--- config.mk ---
export PLATFORM = sky130hd
export DESIGN_NAME = enc8to3_seq
export DESIGN_NICKNAME = d
export VERILOG_FILES = /design/src/rtl/enc8to3_seq.sv
export SDC_FILE = /design/constraint.sdc
export NUM_CORES = 1
export LEC_CHECK = 0
export ABC_AREA = 1
export CORE_ASPECT_RATIO = 0.9
export CORE_UTILIZATION = 32
export DETAILED_ROUTE_END_ITERATION = 10
export GPL_ROUTABILITY_DRIVEN = 0
export MAX_ROUTING_LAYER = met4
export PLACE_DENSITY_LB_ADDON = 0.1
export SYNTH_ARGS = -nofsm -noshare
export SYNTH_HDL_FRONTEND = slang
export SYNTH_SLANG_ARGS = --single-unit
export TNS_END_PERCENT = 100
--- constraint.sdc ---
create_clock -name clk -period 3.3 [get_ports clk]
set_clock_uncertainty 0.15 [all_clocks]
set_input_delay 0.495 -clock clk [delete_from_list [all_inputs] [get_ports clk]]
set_output_delay 0.495 -clock clk [all_outputs]
set_load 0.03 [all_outputs]
--- src/rtl/enc8to3_seq.sv ---
// Sequential 8-to-3 encoder: loads a multi-hot vector and emits the index of every set bit,
// one per handshake, highest-first or lowest-first depending on MSB_FIRST.
module enc8to3_seq #(
  parameter bit MSB_FIRST = 1'b1
) (
  input  logic       clk,
  input  logic       rst,
  input  logic       en,
  input  logic [7:0] in,
  input  logic       in_valid,
  output logic       in_ready,
  output logic [2:0] out,
  output logic       out_valid,
  input  logic       out_ready,
  output logic       out_last,
  output logic       zero
);

  typedef enum logic [0:0] {StIdle, StSend} state_e;

  state_e     state_q, state_d;
  logic [7:0] pend_q, pend_d;
  logic       zero_q, zero_d;

  logic [2:0] idx;
  logic       single;
  logic       accept;
  logic       xfer;

  // Priority pick: the last match in the scan wins, so scan order selects MSB or LSB first.
  always_comb begin
    idx = 3'd0;
    if (MSB_FIRST) begin
      for (int i = 0; i < 8; i++) begin
        if (pend_q[i]) idx = 3'(i);
      end
    end else begin
      for (int i = 7; i >= 0; i--) begin
        if (pend_q[i]) idx = 3'(i);
      end
    end
  end

  assign single = (pend_q != 8'd0) && ((pend_q & (pend_q - 8'd1)) == 8'd0);

  // State register.
  always_ff @(posedge clk or posedge rst) begin
    if (rst) begin
      state_q <= StIdle;
      pend_q  <= 8'd0;
      zero_q  <= 1'b0;
    end else begin
      state_q <= state_d;
      pend_q  <= pend_d;
      zero_q  <= zero_d;
    end
  end

  // Next-state logic; accept and xfer already fold in en, so en=0 freezes everything.
  always_comb begin
    state_d = state_q;
    pend_d  = pend_q;
    zero_d  = 1'b0;
    unique case (state_q)
      StIdle: begin
        if (accept) begin
          if (in != 8'd0) begin
            pend_d  = in;
            state_d = StSend;
          end else begin
            zero_d = 1'b1;
          end
        end
      end
      StSend: begin
        if (xfer) begin
          pend_d = pend_q & ~(8'd1 << idx);
          if (single) state_d = StIdle;
        end
      end
      default: state_d = StIdle;
    endcase
  end

  // Outputs.
  always_comb begin
    in_ready  = en && (state_q == StIdle);
    out_valid = en && (state_q == StSend);
    accept    = in_ready && in_valid;
    xfer      = out_valid && out_ready;
    out_last  = (state_q == StSend) && single;
    out       = out_valid ? idx : 3'd0;
    zero      = zero_q && en;
  end

endmodule

==> out/results.txt <==
Drt pass-1 iters: 4
Hpwl dp: 1.34 mm
Clock Latency Late Sink: 0.27 ns
Hold Buf Count CTS: 0
Vias/cell: 4.53
Post-synth ARST share: 1.00
Mapped cell area: 734 µm²
Post-synth EDFFs: 0
Adder-cell share of the synthesized area: 0
Synth Register Bits: 10
Synth Area per Inst: 6.22 µm²
Final Setup Violations: 0
First-pass GRT wire length: 2.65 mm
CP Capture Type: output port
Post-Synthesis Cells: 118
Number of H-tree levels: 1
Non-Filler Instances: 166
Pwr per Cell Area: 895 nW/µm²
Critical path type: reg2out
Fin util: 0.453
Most common cell in the synthesized netlist: nand2_1
Crit path time final: 2.78 ns
Clk pin slew, worst setup/hold paths: 0.07 ns
Leak: 0.511 nW
Post-CTS Resized: 0
Synth Area in Compound Gates: 0.106
Starting density of the core: 0.340
Logic depth of the worst register-to-register path: 7
Top cell type's share of synthesized area: 0.341
Largest family of logic cells by synthesized area: simple AND/OR/NAND/NOR gates
Simple-gate share of the synthesized area: 0.445
Max Clk Rate: 360 MHz
XOR/XNOR Fraction of Synth Area: 0
Status: complete, no violations
Clock sink count: 10
Layout cells sized above 1: 0.0719
Seq/Total Area, Yosys: 0.341
Area contributors post-synth: dfrtp_1, nand2_1, nor2_1
Cell row count: 16
I/O Pins: 20
Die Width: 52.5 µm
IO buf count: 19
Gr usage total: 0.162
Root Buffer: clkbuf_4
Largest net degree at the start of global routing: 17
Hold Crit Class: in2async
Dpl cells: 162
Slew Limit Headroom: 0.727
CP required: 2.65 ns
DRT antenna net count: 0
Least-Margin Pin Slew: 0.409 ns
Initial antenna violation count: 0
Setup TNS Final: 0 ns
Total gr overflow: 0
Final #Nets: 153
Die height: 47.5 µm
Leading area contributor after synthesis: dfrtp_1
Net count after synthesis: 131
RSZ-0062 raised after global routing: false
Final wirelength: 1.66 mm
Layout area overhead: 33.2%
Number of library cell types mapped by synthesis: 18
Period utilisation layout: 0.841
Per-cell routed wire length: 9.99 µm
Filler Cells Inserted: 243
CTS tree: done
Vias in the first global route: 586
Max Root-Sink Buffers: 2
Total setup buffers inserted after CTS: 0
DR DRC count: 0
Min Hold Slack: 0.345 ns
DIE AREA: 2490 µm²
CP Data Arrival Time: 2.13 ns
Initial DRC Count: 11
Post-synthesis mux area share: 0
CORE AREA: 2160 µm²
Critical path peak fanout: 4
CTS buffer count: 3
Final Hold Viols: 0
DR vias: 752
Ys Warns: 0
Max VDD drop: 0.000406 V
Commonest register cell after synthesis: dfrtp_1
Max Slew Vio Count: 0
Diodes inserted: 0
MaxCap Viol Count: 0
Post-synth top cells: nand2_1, nor2_1, inv_1
Crit start category: flip-flop
cell type report:
| cell class | instances | area [µm²] | share of cell area |
|---|---|---|---|
| multi-input cells | 89 | 404 | 0.413 |
| flip-flops and latches | 10 | 250 | 0.256 |
| repair buffers | 19 | 190 | 0.194 |
| inverters | 17 | 63.8 | 0.0652 |
| clock buffers | 4 | 36.3 | 0.0371 |
| well taps | 27 | 33.8 | 0.0345 |
kinds of logic (layout without fill, tap and decap cells):
kind of cell	count (synthesis)	count (layout)
flops	10	10
simple gates	77	77
buf+inv	19	40
compound gates	12	12
worst max-delay path, cell delays in order, from the launching register on:
cell	delay [ns]
dfrtp_1	0.41
nor2_1	0.24
nand2_1	0.12
o21ai_0	0.16
nand2_1	0.07
inv_1	0.07
nand2_1	0.05
nor2_1	0.08
clkdlybuf4s50_1	0.67
registers in the layout, summed over array words and instances, names as in the netlist:
name     flops
state_q      1
pend_q       8
zero_q       1
where the power goes:
part           leakage, nW  total [mW]  internal [mW]  switching, mW
registers            0.128       0.223          0.171         0.0521
clock network       0.0210       0.112         0.0671         0.0452
logic                0.362       0.541          0.194          0.347
total                0.511       0.876          0.432          0.444
layout by cell type, fill, tap and decap left out:
| master | n |
|---|---|
| nand2_1 | 41 |
| nor2_1 | 19 |
| clkdlybuf4s50_1 | 19 |
| inv_1 | 15 |
| nand3_1 | 13 |
| dfrtp_1 | 10 |
| o21ai_0 | 7 |
| clkbuf_4 | 3 |
| inv_2 | 2 |
| a21oi_1 | 1 |
| and3_4 | 1 |
| o21ai_4 | 1 |
| nand2_2 | 1 |
| nand2_4 | 1 |
| o21ai_1 | 1 |
| o21bai_1 | 1 |
| a221oi_1 | 1 |
| nor3b_1 | 1 |
| clkbuf_8 | 1 |
per-stage QoR:
| step | worst slack [ns] | power (mW) | cell area (µm²) |
|---|---|---|---|
| global route | 0.284 | 0.971 | 978 |
| finish | 0.524 | 0.876 | 978 |
| global placement | 0.560 | 0.766 | 942 |
| CTS | 0.506 | 0.883 | 978 |
| detailed placement | 0.526 | 0.768 | 942 |
| floorplan | 1.23 | 0.614 | 734 |
per-layer routing:
layer | vias up | GRT usage | wire length, µm
li1 | 414 | - | -
met1 | 319 | 0.218 | 891
met2 | 17 | 0.235 | 693
met3 | 2 | 0.0381 | 61
met4 | 0 | 0.0632 | 11
met5 | - | - | 0
path summary, 6_finish.rpt:
kind / start / endpoint / slack [ns]
worst max-delay path: pend_q[3] / out_last / 0.52
worst min-delay path: rst / pend_q[2] / 0.35
worst max register to register: state_q / pend_q[3] / 1.65
worst min register to register: pend_q[0] / pend_q[0] / 0.35
max in group asynchronous: rst / pend_q[4] / 2.36
min in group clk: pend_q[0] / pend_q[0] / 0.35
Power figures use the tool's default switching activity.
